### src/rtl/ibus_resp_pkg.sv
// ibus_resp_pkg: shared types and constants for the instruction-bus memory
// responder.
//   - ibus_state_e : stage-2 fetch state
//   - line_entry_t : one-entry line buffer record (valid, tag, data)
//   - beat_addr()  : address of a 32-bit beat within a 64-bit fetch
package ibus_resp_pkg;

    typedef enum logic [1:0] {
        S_IDLE  = 2'd0,
        S_ISSUE = 2'd1,
        S_WAIT  = 2'd2,
        S_DONE  = 2'd3
    } ibus_state_e;

    localparam int BEATS_PER_FETCH = 2;
    localparam int BEAT_BYTES      = 4;

    typedef struct packed {
        logic        valid;
        logic [31:0] tag;
        logic [63:0] data;
    } line_entry_t;

    // Address of beat 'idx' of the doubleword starting at 'base'.
    function automatic logic [31:0] beat_addr(input logic [31:0] base, input logic [1:0] idx);
        beat_addr = base + (32'(idx) * 32'(BEAT_BYTES));
    endfunction

endpackage

### src/rtl/ibus_line_buffer.sv
// ibus_line_buffer: one-entry fetch line buffer.
// Ports:
//   clk, rst_n        clock, asynchronous active-low reset (clears valid)
//   lookup_tag        8-byte aligned address being accepted
//   fill, fill_tag,   write a completed doubleword into the entry
//   fill_data
//   inv               clear the entry; wins over a coincident fill
//   hit, hit_data     lookup result; a fill happening this cycle is forwarded
//                     so a back-to-back refetch of the same line also hits
module ibus_line_buffer
    import ibus_resp_pkg::*;
(
    input  logic        clk,
    input  logic        rst_n,
    input  logic [31:0] lookup_tag,
    input  logic        fill,
    input  logic [31:0] fill_tag,
    input  logic [63:0] fill_data,
    input  logic        inv,
    output logic        hit,
    output logic [63:0] hit_data
);

    line_entry_t entry_r;

    // Entry register: invalidate has priority over fill.
    always_ff @(posedge clk or negedge rst_n) begin
        if (!rst_n) begin
            entry_r <= '{valid: 1'b0, tag: 32'd0, data: 64'd0};
        end else if (inv) begin
            entry_r.valid <= 1'b0;
        end else if (fill) begin
            entry_r <= '{valid: 1'b1, tag: fill_tag, data: fill_data};
        end else begin
            entry_r <= entry_r;
        end
    end

    // Tag compare with forwarding of the fill in progress.
    always_comb begin
        hit      = 1'b0;
        hit_data = entry_r.data;
        if (inv) begin
            hit = 1'b0;
        end else if (fill && (fill_tag == lookup_tag)) begin
            hit      = 1'b1;
            hit_data = fill_data;
        end else if (entry_r.valid && (entry_r.tag == lookup_tag)) begin
            hit = 1'b1;
        end else begin
            hit = 1'b0;
        end
    end

endmodule

### src/rtl/ibus_mem_responder.sv
// ibus_mem_responder: slave end of the 2-stage pipelined instruction-fetch
// bus, serving each 64-bit fetch as two in-order 32-bit memory beats.
// Responses still in flight for flushed fetches are counted and discarded.
// Optional feature macro: IBUS_LINE_BUFFER_EN (one-entry line buffer).
// Ports:
//   clk, rst_n                      clock, asynchronous active-low reset
//   ibus_read, ibus_address         stage-1 fetch request (address [2:0] ignored)
//   ibus_flush_1, ibus_flush_2      kill stage-1 / stage-2 request
//   ibus_stall, ibus_valid,         stage-2 status and fetched doubleword
//   ibus_rddata
//   ibus_inv                        invalidate line buffer (feature only)
//   mem_req, mem_addr, mem_gnt      beat request handshake
//   mem_rvalid, mem_rdata           in-order beat response
module ibus_mem_responder
    import ibus_resp_pkg::*;
#(
    parameter int DROP_CNT_W     = 3,
    parameter int RESET_PC_ALIGN = 8
) (
    input  logic        clk,
    input  logic        rst_n,
    input  logic        ibus_read,
    input  logic [31:0] ibus_address,
    input  logic        ibus_flush_1,
    input  logic        ibus_flush_2,
    output logic        ibus_stall,
    output logic        ibus_valid,
    output logic [63:0] ibus_rddata,
    input  logic        ibus_inv,
    output logic        mem_req,
    output logic [31:0] mem_addr,
    input  logic        mem_gnt,
    input  logic        mem_rvalid,
    input  logic [31:0] mem_rdata
);

    if (RESET_PC_ALIGN != 8) begin : g_align_check
        $error("ibus_mem_responder: RESET_PC_ALIGN must be 8");
    end
    if (DROP_CNT_W < 2) begin : g_drop_w_check
        $error("ibus_mem_responder: DROP_CNT_W must be at least 2");
    end

    localparam int                    DW1      = DROP_CNT_W + 1;
    localparam logic [DROP_CNT_W-1:0] DROP_MAX = {DROP_CNT_W{1'b1}};
    localparam logic [DROP_CNT_W-1:0] DROP_0   = {DROP_CNT_W{1'b0}};
    localparam logic [1:0]            ALL_BEATS = 2'(BEATS_PER_FETCH);

    ibus_state_e           state_r;
    ibus_state_e           state_nxt_s;
    logic [31:0]           base_r;
    logic [1:0]            issued_r;
    logic [1:0]            recv_r;
    logic [31:0]           beat0_r;
    logic [31:0]           beat1_r;
    logic [DROP_CNT_W-1:0] drop_cnt_r;
    logic [DROP_CNT_W-1:0] drop_nxt_s;
    logic [DW1-1:0]        drop_sum_s;
    logic                  busy_s;
    logic                  stall_s;
    logic                  req_s;
    logic                  hs_s;
    logic                  drop_beat_s;
    logic                  take_beat_s;
    logic                  accept_s;
    logic [1:0]            issued_nxt_s;
    logic [1:0]            recv_nxt_s;
    logic [1:0]            flush_inc_s;
    logic [31:0]           fetch_base_s;
    logic                  hit_s;
    logic [63:0]           hit_data_s;
    logic                  unused_s;

    assign unused_s = ^{ibus_address[2:0], ibus_inv};

`ifdef IBUS_LINE_BUFFER_EN
    ibus_line_buffer u_line_buffer (
        .clk        (clk),
        .rst_n      (rst_n),
        .lookup_tag (fetch_base_s),
        .fill       (state_r == S_DONE),
        .fill_tag   (base_r),
        .fill_data  ({beat1_r, beat0_r}),
        .inv        (ibus_inv),
        .hit        (hit_s),
        .hit_data   (hit_data_s)
    );
`else
    assign hit_s      = 1'b0;
    assign hit_data_s = 64'd0;
`endif

    // Handshake decode, response routing and discard-counter arithmetic.
    always_comb begin
        busy_s       = (state_r == S_ISSUE) || (state_r == S_WAIT);
        stall_s      = busy_s && !ibus_flush_2;
        req_s        = (state_r == S_ISSUE) && (drop_cnt_r != DROP_MAX);
        hs_s         = req_s && mem_gnt;
        drop_beat_s  = mem_rvalid && (drop_cnt_r != DROP_0);
        take_beat_s  = mem_rvalid && (drop_cnt_r == DROP_0) && busy_s && (recv_r < ALL_BEATS);
        issued_nxt_s = issued_r + {1'b0, hs_s};
        recv_nxt_s   = recv_r + {1'b0, take_beat_s};
        accept_s     = ibus_read && !stall_s && !ibus_flush_1 && !ibus_flush_2;
        fetch_base_s = {ibus_address[31:3], 3'b000};
        // A killed fetch leaves (issued - received) responses to swallow,
        // including a grant or a response landing in the flush cycle itself.
        if (busy_s && ibus_flush_2) begin
            flush_inc_s = issued_nxt_s - recv_nxt_s;
        end else begin
            flush_inc_s = 2'd0;
        end
        drop_sum_s = DW1'(drop_cnt_r) + DW1'(flush_inc_s) - DW1'(drop_beat_s);
        // Clamp instead of wrapping so the counter can never read as empty.
        if (drop_sum_s > DW1'(DROP_MAX)) begin
            drop_nxt_s = DROP_MAX;
        end else begin
            drop_nxt_s = drop_sum_s[DROP_CNT_W-1:0];
        end
    end

    // Next-state logic: internal progress while stalled, else stage-1 accept.
    always_comb begin
        state_nxt_s = state_r;
        case (state_r)
            S_ISSUE: begin
                if (issued_nxt_s == ALL_BEATS) begin
                    state_nxt_s = (recv_nxt_s == ALL_BEATS) ? S_DONE : S_WAIT;
                end else begin
                    state_nxt_s = S_ISSUE;
                end
            end
            S_WAIT: begin
                if (recv_nxt_s == ALL_BEATS) begin
                    state_nxt_s = S_DONE;
                end else begin
                    state_nxt_s = S_WAIT;
                end
            end
            default: begin
                state_nxt_s = state_r;
            end
        endcase
        if (!stall_s) begin
            if (accept_s) begin
                state_nxt_s = hit_s ? S_DONE : S_ISSUE;
            end else begin
                state_nxt_s = S_IDLE;
            end
        end else begin
            state_nxt_s = state_nxt_s;
        end
    end

    // FSM state register.
    always_ff @(posedge clk or negedge rst_n) begin
        if (!rst_n) begin
            state_r <= S_IDLE;
        end else begin
            state_r <= state_nxt_s;
        end
    end

    // Discarded-response counter.
    always_ff @(posedge clk or negedge rst_n) begin
        if (!rst_n) begin
            drop_cnt_r <= DROP_0;
        end else begin
            drop_cnt_r <= drop_nxt_s;
        end
    end

    // Stage-2 fetch context: base address, beat counters and beat data.
    always_ff @(posedge clk or negedge rst_n) begin
        if (!rst_n) begin
            base_r   <= 32'd0;
            issued_r <= 2'd0;
            recv_r   <= 2'd0;
            beat0_r  <= 32'd0;
            beat1_r  <= 32'd0;
        end else if (accept_s) begin
            base_r   <= fetch_base_s;
            issued_r <= 2'd0;
            recv_r   <= 2'd0;
            if (hit_s) begin
                beat0_r <= hit_data_s[31:0];
                beat1_r <= hit_data_s[63:32];
            end
        end else if (!stall_s) begin
            issued_r <= 2'd0;
            recv_r   <= 2'd0;
        end else begin
            issued_r <= issued_nxt_s;
            recv_r   <= recv_nxt_s;
            if (take_beat_s) begin
                if (recv_r == 2'd0) begin
                    beat0_r <= mem_rdata;
                end else begin
                    beat1_r <= mem_rdata;
                end
            end
        end
    end

    assign ibus_stall  = stall_s;
    assign ibus_valid  = (state_r == S_DONE);
    assign ibus_rddata = {beat1_r, beat0_r};
    assign mem_req     = req_s;
    assign mem_addr    = beat_addr(base_r, issued_r);

endmodule

### config.mk
export PLATFORM = sky130hd
export DESIGN_NAME = ibus_mem_responder
export DESIGN_NICKNAME = d
export VERILOG_FILES = /design/src/rtl/ibus_resp_pkg.sv /design/src/rtl/ibus_line_buffer.sv /design/src/rtl/ibus_mem_responder.sv
export SDC_FILE = /design/constraint.sdc
export NUM_CORES = 1
export LEC_CHECK = 0
export BUFFER_PORTS_ARGS = -buffer_cell sky130_fd_sc_hd__buf_2
export CORE_MARGIN = 4
export CORE_UTILIZATION = 45
export DETAILED_ROUTE_END_ITERATION = 10
export PLACE_DENSITY = 0.76
export SETUP_SLACK_MARGIN = 0.2
export SYNTH_ARGS = -nofsm -noshare
export SYNTH_HDL_FRONTEND = slang
export SYNTH_HIERARCHICAL = 1
export SYNTH_SLANG_ARGS = --single-unit
### constraint.sdc
create_clock -name clk -period 2.94 [get_ports clk]
set_input_delay 0 -clock clk [delete_from_list [all_inputs] [get_ports clk]]
set_output_delay 0 -clock clk [all_outputs]
set_load 0.005 [all_outputs]
Yosys cells after proc, flatten, opt, wreduce, memory -nomap -nowiden:

Cells that the tools add are included.

* register bits: 102
* latch bits: 0
* RAM bits: 0
* memory bits (read-only): 0
* memories: 0

* add/subtract/negate cells: 6
* multiply operators: 0
* divide/modulo/power cells: 0
* order comparisons: 2
* equality and inequality tests: 7
* shift operators: 0
* mux-type cells: 11
* bitwise gates (word level): 2
* reduce and logical (&&, ||, !) cells: 20

Operators by type and width (count)
* adder 32 x 4 -> 32 bit: 1
* two-way mux 2 bit: 7
* logical AND 1 bit: 11
* equality test 2 bit (second input constant): 4
* AND reduction 4 bit: 2
* adder 2 x 1 -> 2 bit: 2
* adder 3 x 2 -> 4 bit: 1
* > comparator 4 x 3 -> 1 bit (second input constant): 1
* case mux 2 bit (2 select lines): 1
* subtractor 4 x 1 -> 4 bit: 1
* zero test 1 bit: 3
* zero test 3 bit: 1
* two-way mux 3 bit: 1
* != test 3 x 1 -> 1 bit (second input constant): 1
* != test 3 bit (second input constant): 1
* nonzero test 3 bit: 1
* equality test 2 x 1 -> 1 bit (second input constant): 1
* zero test 2 bit: 1
* < comparator 2 bit (second input constant): 1
* two-way mux 1 bit: 2
* inverter 1 bit: 2
* subtractor 2 bit: 1
* logical OR 1 bit: 1

Logic depth before layout (Yosys ltp):

* depth in word-level cells: 11
* depth in mapped cells: 17
* mapped depth without buffers: 17

Worst setup path before layout:

OpenSTA, ideal clock, no wires.

* path kind: register to register
* start point: register state_r[0]
* end point: register drop_cnt_r[2]
* library setup time: 0.129 ns
* arrival: 3.129 ns
* setup slack: -0.318 ns
* stages on the path, launching flop included: 13
* clock period less this slack: 3.258 ns
* cell sequence: dfrtp_1 inv_1 ha_1 nor4bb_1 ha_1 ha_1 or3b_2 ha_1 inv_1 ha_1 fa_1 xnor2_1 nand2_1

* cells in the longest elaborated chain, start to end: 11
* elaborated cells on any way between the ends: 16
* those cells by class: 5 x add/sub; 1 x order compare; 2 x eq/ne; 2 x mux; 6 x reduce/logical

Ends and longest elaborated chain
* start: declaration: line ibus_mem_responder.sv:49 `ibus_state_e state_r;`
* start signal: assignment: line ibus_mem_responder.sv:159 `state_r <= state_nxt_s;`
* equality test 2 x 1 -> 1 bit / equality test 2 bit (equally long branches): line ibus_mem_responder.sv:95, ibus_mem_responder.sv:97
* logical OR 1 bit: line ibus_mem_responder.sv:95 `busy_s = (state_r == S_ISSUE) || (state_r == S_WAIT);`
* logical AND 1 bit (2 in series): line ibus_mem_responder.sv:100 `take_beat_s = mem_rvalid && (drop_cnt_r == DROP_0) && busy_s && (recv_r < ALL_BEATS);`
* adder 2 x 1 -> 2 bit: line ibus_mem_responder.sv:102 `recv_nxt_s = recv_r + {1'b0, take_beat_s};`
* subtractor 2 bit: line ibus_mem_responder.sv:108 `flush_inc_s = issued_nxt_s - recv_nxt_s;`
* two-way mux 2 bit *: line ibus_mem_responder.sv:107 `if (busy_s && ibus_flush_2) begin`
* adder 3 x 2 -> 4 bit *: line ibus_mem_responder.sv:112 `drop_sum_s = DW1'(drop_cnt_r) + DW1'(flush_inc_s) - DW1'(drop_beat_s);`
* subtractor 4 x 1 -> 4 bit *: line ibus_mem_responder.sv:112
* > comparator 4 x 3 -> 1 bit: line ibus_mem_responder.sv:114 `if (drop_sum_s > DW1'(DROP_MAX)) begin`
* two-way mux 3 bit *: line ibus_mem_responder.sv:114
* via drop_nxt_s[2]: line ibus_mem_responder.sv:57 `logic [DROP_CNT_W-1:0] drop_nxt_s;`
* end signal: assignment: line ibus_mem_responder.sv:168 `drop_cnt_r <= drop_nxt_s;`
* end: declaration: line ibus_mem_responder.sv:56 `logic [DROP_CNT_W-1:0] drop_cnt_r;`

Mark *: on every way through the listed nets, which the timed path passes. The rest lies on a longest branch.
A chain may end at the register's enable or synchronous reset.

Worst setup path in the final report:

* start point: register state_r[0]
* end point: register drop_cnt_r[1]

Same word-level chain as after synthesis.

==> results by group <==
Place
  – Inst Count DP: 650
  – Port Buffers: 164
  – DP HPWL: 8.11 mm
  – Gpl congestion: 0.751
  – Worst slack, placed: -0.184 ns

Pwr
  – Pwr Density: 518 nW/um^2
  – Total power: 0.00357 W
  – Worst VDD drop: 341 uV
  – Pleak: 3.60 nW

Flow run
  – MaxCap Viol Count: 0

Drt
  – # DRC: 0
  – Pre-antenna DRT Iters: 7
  – Wire per inst: 15.6 um
  – Routed Antenna Nets: 0
  – Vias/cell: 4.83
  – Final WL: 11.5 mm
  – Initial DRC Count: 116
  – Via count: 3541

Floorplanning
  – Initial Util: 46.4%
  – Die area: 12400 um^2
  – Core box area: 10400 um^2
  – I/O Pins: 171
  – Row cnt: 37
  – Overall die height: 111 um
  – Die width: 111 um

Worst hold path
  – Min-Delay Path Depth: 3
  – Hold WC Path Type: input pin to register
  – Worst Min Path Start: ibus_flush_2
  – Worst Hold Endpoint: state_r[1]

Critical path
  – CP required: 3.19 ns
  – Crit Path Max Fanout: 3
  – R2R setup slack: -0.17 ns
  – Worst setup EP type: register
  – Critical path arrival: 3.36 ns
  – R2R depth: 13
  – Worst setup path class: register to register
  – R2R Path End: drop_cnt_r[1]
  – Reg2reg start: state_r[0]
  – Critical Path Source Type: register

Clock tree
  – Clock transition at the registers of the reported paths: 0.11 ns
  – CTS tree: done
  – Clk_lat worst skew: 0.36 ns
  – H-tree depth: 3
  – CTS Buffer Depth: 2
  – # clock sinks: 102
  – Clk Tree Root Cell: clkbuf_8
  – Total CTS buffers: 9

Layout
  – Area of the multi-input gates: 2250 um^2
  – Layout area overhead: 43.2%
  – Sequential standard cell area: 2550 um^2
  – Number of nets in the layout: 677
  – Core Util, Final: 66.4%
  – Final-layout fill cell count: 745
  – Layout Cells excl Fill: 733
  – Share of cells above drive strength 1: 54.7%

Global route
  – First-pass GRT wire length: 19.1 mm
  – Total grt overflow: 0
  – Gr usage total: 18.6%
  – Vias in the first global route: 3897
  – Largest net degree at the start of global routing: 43
  – Initial antenna violation count: 0

Timing
  – Worst setup margin: -0.166 ns
  – RSZ-0062 raised after global routing: true
  – Slew @ Worst Pin: 0.612 ns
  – Final setup vio count: 3
  – Final max-slew violation count: 0
  – Period utilisation layout: 106%
  – Hold Fails Final Rpt: 0
  – Slew headroom: 59.1%
  – Fmax: 322 MHz
  – Tmin final: 3.11 ns
  – Clk_skew: 0.0147 ns

Yosys
  – Async set or reset register ratio after synthesis: 100%
  – Synthesized area: 4810 um^2
  – EDFF count, synth: 0
  – Yosys warning total: 6
  – Yosys reg bits: 102
  – Top_reg_cell synth: dfrtp_1
  – Syn_area_per_cell: 13.9 um^2
  – Synthesized instance count: 346
  – Cell variety after synth: 40
  – Register area share after synthesis: 53.1%

Run status
  – Status: finished, violations left
  – Failing checks: setup timing
-- worst max path at each step --
stage / from / endpoint / slack (ns)
6_report: state_r[0] / drop_cnt_r[1] / -0.17
5_1_grt: state_r[0] / drop_cnt_r[1] / -0.31
4_1_cts: state_r[0] / drop_cnt_r[2] / -0.17
3_5_place_dp: state_r[0] / drop_cnt_r[2] / -0.18
3_3_place_gp: state_r[1] / drop_cnt_r[0] / -0.05
2_1_floorplan: drop_cnt_r[2] / drop_cnt_r[1] / -0.04
-- synth_stat cells (3+ instances only) --
library cell / instances / share of area, %
xor2_1: 6 / 1.1
nand3_1: 10 / 1.0
buf_2: 3 / 0.31
mux2_4: 30 / 9.4
and3_1: 4 / 0.52
ha_1: 13 / 3.4
a21oi_1: 3 / 0.31
xnor2_1: 27 / 4.9
buf_12: 3 / 1.2
buf_4: 6 / 0.94
mux2_2: 62 / 15
nand4_1: 11 / 1.4
nor3_1: 4 / 0.42
dfrtp_1: 102 / 53
nor2_1: 10 / 0.78
inv_1: 12 / 0.94
nand2_1: 10 / 0.78
-- metal layers --
layer	vias to the layer above	wire (um)	track usage, %	part of all wire (%)
li1	1694	-	-	-
met4	0	156	4.87	1.4
met1	1720	4670	22.7	41
met3	14	609	4.67	5.3
met2	113	6030	33.0	53
met5	-	0	0	0
-- area by class of cell --
type | count | area share, %
tap | 136 | 2.47
multi-input combinational | 217 | 32.7
inverter | 13 | 0.709
clock inverter | 7 | 1.42
antenna | 1 | 0.0364
timing repair buffer | 248 | 23.7
sequential | 102 | 37.1
clock buffer | 9 | 1.80
-- power breakdown --
group | internal (W) | switching (W) | leakage (nW)
registers | 0.00157 | 0.000155 | 1.35
clock network | 0.000425 | 0.000536 | 0.113
logic | 0.000515 | 0.000364 | 2.14
total | 0.00251 | 0.00105 | 3.60
-- cell families (layout without fill, tap and decap cells) --
| family | count (synthesis) | after routing | share of synthesized area (%) |
|---|---|---|---|
| buffers and inverters | 28 | 277 | 4.06 |
| muxes | 92 | 92 | 23.9 |
| DFF | 102 | 102 | 53.1 |
| and+or+nand+nor | 68 | 68 | 8.07 |
| adders and majority gates | 14 | 14 | 3.80 |
| other | 1 | 3 | 0.0780 |
| xor gates and xnor gates | 33 | 33 | 6.01 |
| AOI/OAI and AO/OA | 8 | 8 | 0.989 |
-- flip-flops by register name, summed over array words and instances (netlist names) --
name / cells
recv_r: 2
base_r: 29
drop_cnt_r: 3
beat1_r: 32
state_r: 2
issued_r: 2
beat0_r: 32
-- layout by cell type, fill, tap and decap left out, drive strengths merged, types with 11 or more instances in the layout --
master,synthesis,final
buf,14,186
dfrtp,102,102
mux2,92,92
dlygate4sd3,0,62
xnor2,27,27
inv,13,18
ha,13,13
nand4,11,11
-- repair_timing --
item                                    in CTS  in global routing
setup buffers                                2                  2
endpoints found under the setup margin       3                  4
hold buffers                                62                  0
hold endpoints to repair                   133                  0
resized for setup                            8                  7
pin swaps                                    8                 12
-- through the flow --
stage	setup TNS (ns)	instance area [um^2]	hold slack, ns
3_5_place_dp	-0.542	5910	0.0219
6_report	-0.488	6880	0.138
4_1_cts	-0.499	6830	0.110
5_1_grt	-0.901	6880	0.149
3_3_place_gp	-0.159	5910	0.0120
2_1_floorplan	-0.117	4890	-0.296
-- critical path, cell delays in order, from the launching register on --
cell and delay (ns):
dfrtp_1 0.43, inv_2 0.08, ha_4 0.20, nor4bb_4 0.33, ha_4 0.26, ha_2 0.25, or3b_4 0.40, ha_4 0.17
inv_2 0.05, ha_1 0.23, a21o_1 0.20, a21oi_2 0.17, xnor2_2 0.15, nand2b_1 0.08
Note: power is estimated with default switching activity, not from simulation.
